==> src/rtl/rst_seq_pkg.sv <==
// Shared types and constants for the reset sequencer: FSM states, register map
// addresses and cause-register bit positions.
package rst_seq_pkg;

  typedef enum logic [1:0] {
    ST_ASSERT = 2'd0,
    ST_HOLD   = 2'd1,
    ST_IDLE   = 2'd2
  } state_e;

  localparam logic [1:0] ADDR_CAUSE = 2'd0;
  localparam logic [1:0] ADDR_COUNT = 2'd1;
  localparam logic [1:0] ADDR_SWRST = 2'd2;
  localparam logic [1:0] ADDR_CFG   = 2'd3;

  localparam int CAUSE_POR = 0;
  localparam int CAUSE_WDT = 1;
  localparam int CAUSE_EXT = 2;
  localparam int CAUSE_SW  = 3;

endpackage

==> src/rtl/debounce_sync.sv <==
// Pushbutton reset conditioning: 2-flop synchronizer followed by a counter that
// accepts the request only after DEBOUNCE_CYCLES consecutive synchronized-low cycles.
module debounce_sync #(
  parameter int DEBOUNCE_CYCLES = 16
) (
  input  logic i_clk,
  input  logic i_rst_n,
  input  logic i_ext_n,
  output logic req_db
);

  localparam int CW = $clog2(DEBOUNCE_CYCLES + 1);
  localparam logic [CW-1:0] CNT_MAX = CW'(DEBOUNCE_CYCLES);

  logic          r_sync1;
  logic          r_sync2;
  logic [CW-1:0] r_cnt;
  logic          r_req;

  // Released condition: synchronizer high, no request pending.
  always_ff @(posedge i_clk or negedge i_rst_n) begin
    if (!i_rst_n) begin
      r_sync1 <= 1'b1;
      r_sync2 <= 1'b1;
      r_cnt   <= '0;
      r_req   <= 1'b0;
    end else begin
      r_sync1 <= i_ext_n;
      r_sync2 <= r_sync1;
      if (r_sync2) begin
        r_cnt <= '0;
        r_req <= 1'b0;
      end else if (r_cnt != CNT_MAX) begin
        r_cnt <= r_cnt + CW'(1);
        if (r_cnt == CNT_MAX - CW'(1)) r_req <= 1'b1;
      end
    end
  end

  assign req_db = r_req;

endmodule

==> src/rtl/reset_sequencer.sv <==
// Stretched system reset generator with watchdog, pushbutton and software-key
// reset sources, a sticky cause register and a saturating reset-event counter.
module reset_sequencer
  import rst_seq_pkg::*;
#(
  parameter int          STRETCH_CYCLES  = 1024,
  parameter int          DEBOUNCE_CYCLES = 16,
  parameter logic [15:0] SW_KEY          = 16'hA5C3
) (
  input  logic        clk,
  input  logic        reset_n,
  input  logic        wdt_resetrequest,
  input  logic        ext_reset_n,
  input  logic [1:0]  address,
  input  logic        chipselect,
  input  logic        write_n,
  input  logic [15:0] writedata,
  output logic [15:0] readdata,
  output logic        sys_reset_n,
  output logic        reset_active
);

  localparam logic [15:0] STRETCH_LAST = 16'(STRETCH_CYCLES - 1);
  localparam logic [15:0] CFG_VALUE    = 16'(STRETCH_CYCLES);

  state_e      r_state;
  state_e      w_state_nxt;
  logic [15:0] r_cnt;
  logic [15:0] r_count;
  logic [3:0]  r_cause;
  logic [15:0] r_rdata;
  logic        r_sys_rst_n;
  logic        r_active;
  logic        r_wdt_d;
  logic        r_db_d;

  logic        w_req_db;
  logic        w_wr;
  logic        w_wdt_edge;
  logic        w_ext_edge;
  logic        w_sw_key;
  logic        w_trig;
  logic        w_entry;
  logic        w_sys_rst_n_nxt;
  logic [3:0]  w_set;
  logic [3:0]  w_clr;
  logic [15:0] w_rdata;

  debounce_sync #(
    .DEBOUNCE_CYCLES(DEBOUNCE_CYCLES)
  ) u_debounce (
    .i_clk   (clk),
    .i_rst_n (reset_n),
    .i_ext_n (ext_reset_n),
    .req_db  (w_req_db)
  );

  assign w_wr       = chipselect & ~write_n;
  assign w_wdt_edge = wdt_resetrequest & ~r_wdt_d;
  assign w_ext_edge = w_req_db & ~r_db_d;
  assign w_sw_key   = w_wr && (address == ADDR_SWRST) && (writedata == SW_KEY);
  assign w_trig     = w_wdt_edge | w_ext_edge | w_sw_key;

  always_ff @(posedge clk or negedge reset_n) begin
    if (!reset_n) r_state <= ST_ASSERT;
    else          r_state <= w_state_nxt;
  end

  // A trigger always wins: it restarts ASSERT or re-enters it from HOLD/IDLE.
  always_comb begin
    w_state_nxt = r_state;
    case (r_state)
      ST_ASSERT: if (!w_trig && r_cnt == STRETCH_LAST) w_state_nxt = ST_HOLD;
      ST_HOLD: begin
        if (w_trig)                                   w_state_nxt = ST_ASSERT;
        else if (!(wdt_resetrequest || w_req_db))     w_state_nxt = ST_IDLE;
      end
      ST_IDLE:   if (w_trig) w_state_nxt = ST_ASSERT;
      default:   w_state_nxt = ST_ASSERT;
    endcase
  end

  always_comb begin
    w_sys_rst_n_nxt = (w_state_nxt == ST_IDLE);
    w_entry         = w_trig && (r_state != ST_ASSERT);
  end

  always_ff @(posedge clk or negedge reset_n) begin
    if (!reset_n) begin
      r_cnt       <= '0;
      r_sys_rst_n <= 1'b0;
      r_active    <= 1'b1;
      r_wdt_d     <= 1'b0;
      r_db_d      <= 1'b0;
    end else begin
      r_cnt       <= (r_state == ST_ASSERT && w_state_nxt == ST_ASSERT && !w_trig)
                     ? r_cnt + 16'd1 : 16'd0;
      r_sys_rst_n <= w_sys_rst_n_nxt;
      r_active    <= ~w_sys_rst_n_nxt;
      r_wdt_d     <= wdt_resetrequest;
      r_db_d      <= w_req_db;
    end
  end

  always_comb begin
    w_set            = '0;
    w_set[CAUSE_WDT] = w_wdt_edge;
    w_set[CAUSE_EXT] = w_ext_edge;
    w_set[CAUSE_SW]  = w_sw_key;
    w_clr            = (w_wr && address == ADDR_CAUSE) ? writedata[3:0] : 4'd0;
  end

  // Cause and count survive sys_reset_n; only power-on reset touches them.
  always_ff @(posedge clk or negedge reset_n) begin
    if (!reset_n) begin
      r_cause <= 4'b0001;
      r_count <= '0;
    end else begin
      r_cause <= (r_cause & ~w_clr) | w_set;
      if (w_wr && address == ADDR_COUNT) r_count <= '0;
      else if (w_entry && r_count != 16'hFFFF) r_count <= r_count + 16'd1;
    end
  end

  always_comb begin
    w_rdata = '0;
    case (address)
      ADDR_CAUSE: w_rdata = {12'd0, r_cause};
      ADDR_COUNT: w_rdata = r_count;
      ADDR_SWRST: w_rdata = '0;
      ADDR_CFG:   w_rdata = CFG_VALUE;
      default:    w_rdata = '0;
    endcase
  end

  always_ff @(posedge clk or negedge reset_n) begin
    if (!reset_n) r_rdata <= '0;
    else          r_rdata <= w_rdata;
  end

  assign readdata     = r_rdata;
  assign sys_reset_n  = r_sys_rst_n;
  assign reset_active = r_active;

endmodule

==> config.mk <==
export PLATFORM = sky130hd
export DESIGN_NAME = reset_sequencer
export DESIGN_NICKNAME = d
export VERILOG_FILES = /design/src/rtl/rst_seq_pkg.sv /design/src/rtl/debounce_sync.sv /design/src/rtl/reset_sequencer.sv
export SDC_FILE = /design/constraint.sdc
export NUM_CORES = 1
export LEC_CHECK = 0
export ABC_CLOCK_PERIOD_IN_PS = 3450
export CAP_MARGIN = 10
export CORE_MARGIN = 2
export CORE_UTILIZATION = 35
export CTS_BUF_LIST = sky130_fd_sc_hd__clkbuf_16
export DETAILED_ROUTE_END_ITERATION = 7
export SYNTH_ARGS = -nofsm -noshare
export SYNTH_HDL_FRONTEND = slang
export SYNTH_SLANG_ARGS = --single-unit
==> constraint.sdc <==
create_clock -name clk -period 3.45 [get_ports clk]
set_clock_uncertainty 0.1 [all_clocks]
set_input_delay 0.69 -clock clk [delete_from_list [all_inputs] [get_ports clk]]
set_output_delay 0.69 -clock clk [all_outputs]
set_load 0.05 [all_outputs]
==> impl_metrics.tcl, run 1 <==
set metrics [dict create \
    outcome "complete, no violations" \
    fmax_mhz 366 \
    fin_util_pct 45.6 \
    cp_slowest_cell "or4_1" \
    r2r_cells 6 \
    ys_ff_latch 66 \
    cts_tree "done" \
    yosys.area.top_type "dfrtp_1" \
    drc 0 \
    wl_per_cell_um 14.0 \
    ioPinCount 42 \
    synth_most_common_cell "dfrtp_1" \
    endpoint "r_count[14]" \
    cp-end-kind "flop" \
    critPathMaxStageDelay_ps 570 \
    viasPerCell 5.06 \
    grt_setup_unrepaired "false" \
    dr.pass1.iters 5 \
    syn_avg_cell_area_sq_um 10.6 \
    die_h_um 97.7 \
    core_area_sq_um 8640 \
    max-slew-margin-rel_pct 54.4 \
    cts.sinks 66 \
    synth_edf_count 0 \
    critical_path_buf_inv_count 1 \
    postCtsHoldBufs 0 \
    synthArstFlopShare_pct 100 \
    r2r_end "r_count[14]" \
    tightest_slew_ps 684 \
    dp_hpwl_um 4450 \
    irDropWorstVdd_v 0.000286 \
    num_antenna_cells 0 \
    rows 34 \
    worstPathArrival_ps 2880 \
    synth.net_count 319 \
    p_leak_nw 1.69 \
    drive_above_1_share_pct 10.1 \
    drt-initial-drc-count 80 \
    grt_pass1_vias 2350 \
    postCtsSetupBuffers 0 \
    grt_remaining_overflow 0 \
    critPathLaunchType "primary input" \
    clk_pin_slew_ps 60 \
    insertion_delay_ps 330 \
    die_w_um 97.7 \
    grt_pass1_wl_um 10900 \
    vias 2297 \
    path_class "in -> reg" \
    seq_area_sq_um 1660 \
    drv_slew 0 \
    path_cells "clkdlybuf4s50_1, or4bb_1, nor2_2, a31oi_4, or4_1, a21oi_1" \
    nNetsFinal 370 \
    path_max_fanout 26 \
    final.fill_count 843 \
    startpoint "writedata[10]" \
    synth.top_cells.by_count "dfrtp_1 (62), nor2_1 (31), nand2_1 (21)" \
    hp-start "u_debounce.r_sync1" \
    yosys_most_used_dff "dfrtp_1" \
    cts_inserted_buffers 9 \
    track_usage_pct 14.3 \
    cts_root_buffer "clkbuf_16" \
    rr_startpoint "r_count[0]" \
    setup_viol 0 \
    synthCells 290 \
    hp-class "reg -> reg" \
    start_util_pct 35.6 \
    critPathTopFamily "simple AND/OR/NAND/NOR gates" \
    power_density_nw_per_um2 497 \
    yosys_warnings 0 \
    r2r_setup_slack_ps 1320 \
    gp_congestion 0.816 \
    worst-path-stages 6 \
    grt_max_degree 31 \
    hold_viol 0 \
    multi_input_area_sq_um 1350 \
    setup_tns_ps 0 \
    ant_nets 0 \
    post-route-period-util_pct 79.1 \
    ctsResizeCount 0 \
    synth_area_sq_um 3070 \
    synth_area_leaders "dfrtp_1 (50%), nor2_1 (3.8%), dfstp_2 (3.4%)" \
    required_ps 3600 \
    yosys.cell_types.count 49 \
    clockBufferDepth 2 \
    synth-seq-area-share_pct 53.9 \
    routed_wirelength_um 6380 \
    maxCapViolations 0 \
    areaGrowthSynthToFinish_pct 28.1 \
    htree_levels 3 \
    yosys.area.top_type_share_pct 50.5 \
    port_buffers 41 \
    period_needed_ps 2730 \
    antenna_found_initial 0 \
    die_area_sq_um 9550 \
]
[metal layers]
metal | wire (um) | share of wire, % | vias up | GRT usage (%)
met5 | 0 | 0 | - | 0
met4 | 75 | 1.2 | 0 | 4.17
met3 | 241 | 3.8 | 7 | 5.18
met2 | 3230 | 51 | 32 | 24.6
met1 | 2840 | 44 | 1111 | 16.8
li1 | - | - | 1147 | -
[metrics by stage]
stage          power (W)  instance area (sq um)  cells  hold slack (ps)  setup slack (ps)
2_1_floorplan   0.000932                   3070    290              245              1050
3_3_place_gp     0.00100                   3620    438              245               446
3_5_place_dp     0.00101                   3620    438              247               369
4_1_cts          0.00199                   3940    454              256               709
5_1_grt          0.00204                   3940    454              264               633
6_report         0.00196                   3940    454              255               720
[cells in the final DEF (no fill, tap or decap), types with 6 or more instances in the layout]
cell | netlist | layout
dfrtp_1 | 62 | 62
clkdlybuf4s50_1 | 0 | 40
nor2_1 | 31 | 31
nand2_1 | 21 | 21
and2_1 | 15 | 15
a21oi_1 | 14 | 14
nand3_1 | 13 | 13
xnor2_1 | 9 | 9
clkbuf_16 | 0 | 9
nand4_1 | 8 | 8
and3_1 | 8 | 8
xor2_1 | 8 | 8
mux2i_1 | 7 | 7
buf_4 | 0 | 7
nor3_1 | 6 | 6
or4_1 | 6 | 6
[how the worst min path moves through the flow]
stage	end	slack, ps	depth (start not counted)
2_1_floorplan	u_debounce.r_sync2	250	0
3_3_place_gp	u_debounce.r_sync2	250	0
3_5_place_dp	u_debounce.r_sync2	250	0
4_1_cts	u_debounce.r_sync2	260	0
5_1_grt	u_debounce.r_sync2	260	0
6_report	u_debounce.r_sync2	250	0
[flip-flops by register name, summed over array words and instances (netlist names)]
name,flops
r_count,16
r_db_d,1
r_cause,4
u_debounce.r_cnt,5
r_wdt_d,1
r_cnt,16
u_debounce.req_db,1
reset_active,1
readdata,16
u_debounce.r_sync2,1
u_debounce.r_sync1,1
sys_reset_n,1
r_state,2
[worst register-to-register path, cell delays in order, from the launching register on]
cell,delay [ps]
dfrtp_1,430
ha_1,290
nand4_1,240
o21ai_1,140
buf_4,210
or4_1,480
a21oi_1,170
[cell families (layout without fill, tap and decap cells)]
family / after synthesis / after routing / share of synthesized area, %
buf+inv: 13 / 69 / 2.16
xor+xnor: 17 / 17 / 4.85
mux: 7 / 7 / 2.28
flops: 66 / 66 / 53.9
simple gates: 137 / 137 / 24.6
fa+ha+maj: 5 / 5 / 2.04
compound gates: 45 / 45 / 10.2
[final cells by class]
class,instances,area share [%]
multi-input combinational,211,34.3
sequential,66,42.1
inverter,5,0.477
tap,108,3.43
timing repair buffer,48,11.6
clock buffer,9,5.72
clock inverter,7,2.35
[where the power goes]
group	leakage, nW	internal [W]	switching, W	total [W]
sequential	0.890	0.000810	0.0000303	0.000840
clock	0.149	0.000630	0.000333	0.000964
combinational	0.655	0.0000706	0.0000822	0.000153
Power figures use the tool's default switching activity.
==> run 2, diff against run 1 <==
--- a/config.mk
+++ b/config.mk
@@ -5,7 +5,7 @@
 export SDC_FILE = /design/constraint.sdc
 export NUM_CORES = 1
 export LEC_CHECK = 0
-export ABC_CLOCK_PERIOD_IN_PS = 3450
+export ABC_CLOCK_PERIOD_IN_PS = 2450
 export CAP_MARGIN = 10
 export CORE_MARGIN = 2
 export CORE_UTILIZATION = 35
==> constraint.sdc (replaced) <==
create_clock -name clk -period 2.45 [get_ports clk]
set_clock_uncertainty 0.1 [all_clocks]
set_input_delay 0.49 -clock clk [delete_from_list [all_inputs] [get_ports clk]]
set_output_delay 0.49 -clock clk [all_outputs]
set_load 0.05 [all_outputs]
==> run 2 against run 1 <==
Die area stayed put. Clock-buffer cell count unchanged. Sequential power grew 40%. Core utilization is 1.8 points higher. Via count increased by 3.8%. Sequential share of layout area decreased by 1.6 points. Non-clock buffer count up 16. Total power up 37%. Critical path type unchanged. Critical endpoint is now r_count[4]. Largest cell class unchanged. Largest power group unchanged. Highest routed layer unchanged.
==> impl_metrics.tcl, run 2 (synthesis results as in run 1) <==
set metrics [dict create \
    finalPower_w 0.00268 \
    grt_max_degree 67 \
    hold_viol 0 \
    start_util_pct 35.6 \
    vias 2384 \
    clockBufferDepth 2 \
    die_h_um 97.7 \
    setup_ws_ps 9.51 \
    fmax_mhz 410 \
    place_ws_ps -364 \
    insertion_delay_ps 330 \
    grt_remaining_overflow 0 \
    post-route-period-util_pct 99.6 \
    routed_wirelength_um 6480 \
    ant_nets 0 \
    path_class "in -> reg" \
    final_common_cell "dfrtp_1" \
    die_w_um 97.7 \
    die_area_sq_um 9550 \
    maxCapViolations 0 \
    cts_tree "done" \
    required_ps 2610 \
    hp-class "in -> async" \
    htree_levels 3 \
    clk_pin_slew_ps 60 \
    cp-end-kind "flop" \
    viasPerCell 5.05 \
    power_density_nw_per_um2 655 \
    final_cell_mix "dfrtp_1 (62), clkdlybuf4s50_1 (40), nor2_1 (31), nand2_1 (21), buf_4 (21)" \
    drive_above_1_share_pct 14.8 \
    nNetsFinal 388 \
    drc 0 \
    worstPathArrival_ps 2600 \
    drv_slew 0 \
    grt_setup_unrepaired "true" \
    areaGrowthSynthToFinish_pct 33.0 \
    cts.sinks 66 \
    critPathLaunchType "primary input" \
    p_leak_nw 1.78 \
    dr.pass1.iters 4 \
    max-slew-margin-rel_pct 61.1 \
    core_area_sq_um 8640 \
    outcome "complete, no violations" \
    grt_pass1_vias 2343 \
    port_buffers 41 \
    tightest_slew_ps 582 \
    cts_inserted_buffers 9 \
    dp_hpwl_um 4250 \
    period_needed_ps 2440 \
    postCtsHoldBufs 0 \
    grt_pass1_wl_um 11100 \
    setup_viol 0 \
    gp_congestion 0.780 \
    drt-initial-drc-count 89 \
    ioPinCount 42 \
    wl_per_cell_um 13.7 \
    track_usage_pct 14.4 \
    rows 34 \
    cts_root_buffer "clkbuf_16" \
    irDropWorstVdd_v 0.000386 \
    antenna_found_initial 0 \
    num_antenna_cells 0 \
    path_max_fanout 6 \
]
-- run 2: worst max-delay path, cell delays in order --
cell and delay, ps:
clkdlybuf4s50_1 450, or4bb_1 540, nor2_4 210, a31oi_2 220, or4_1 540, a21oi_1 150
-- run 2: layer usage --
| metal | vias to the layer above | GRT usage (%) | part of all wire (%) |
|---|---|---|---|
| met4 | 0 | 6.09 | 1.7 |
| li1 | 1182 | - | - |
| met5 | - | 0 | 0 |
| met3 | 11 | 3.88 | 4.1 |
| met1 | 1136 | 18.5 | 45 |
| met2 | 55 | 22.9 | 49 |
-- run 2: report_power, final --
part	internal (W)	switching, W
logic	0.000115	0.000119
clock network	0.000784	0.000477
registers	0.00114	0.0000414
total	0.00204	0.000637
-- run 2: area by class of cell --
type / instances / area, sq um
Sequential cell: 66 / 1660
Clock inverter: 7 / 68.8
Timing Repair Buffer: 64 / 603
Fill cell: 809 / 4550
Tap cell: 108 / 135
Clock buffer: 9 / 225
Inverter: 5 / 18.8
Multi-Input combinational cell: 213 / 1380
-- run 2: path summary, 6_finish.rpt --
| kind | depth (start not counted) | end | slack (ps) | startpoint |
|---|---|---|---|---|
| max reg2reg | 6 | r_count[3] | 400 | r_count[0] |
| min reg2reg | 0 | u_debounce.r_sync2 | 250 | u_debounce.r_sync1 |
| min | 2 | readdata[3] | 60 | reset_n |
| min in group clk | 0 | u_debounce.r_sync2 | 250 | u_debounce.r_sync1 |
| max in group asynchronous | 2 | r_cause[0] | 1840 | reset_n |
| max | 6 | r_count[4] | 10 | writedata[10] |
-- run 2: per-stage QoR --
step | utilization, % | setup TNS (ps) | instances | cell area, sq um | hold slack [ps]
final | 47.3 | 0 | 472 | 4090 | 60.3
after global routing | 47.3 | -45.5 | 472 | 4090 | 110
after CTS | 47.0 | 0 | 469 | 4060 | 81.7
after detailed placement | 43.4 | -5630 | 452 | 3750 | 247
after global placement | 43.4 | -4820 | 452 | 3750 | 246
after floorplan | - | 0 | 290 | 3070 | 94.4
-- run 2: what timing repair did --
item | 4_1_cts | 5_1_grt
pin swaps | 1 | 3
gates resized for setup | 1 | 0
buffers inserted | 0 | 2
setup endpoints to repair | 2 | 4
cloned | 1 | 1
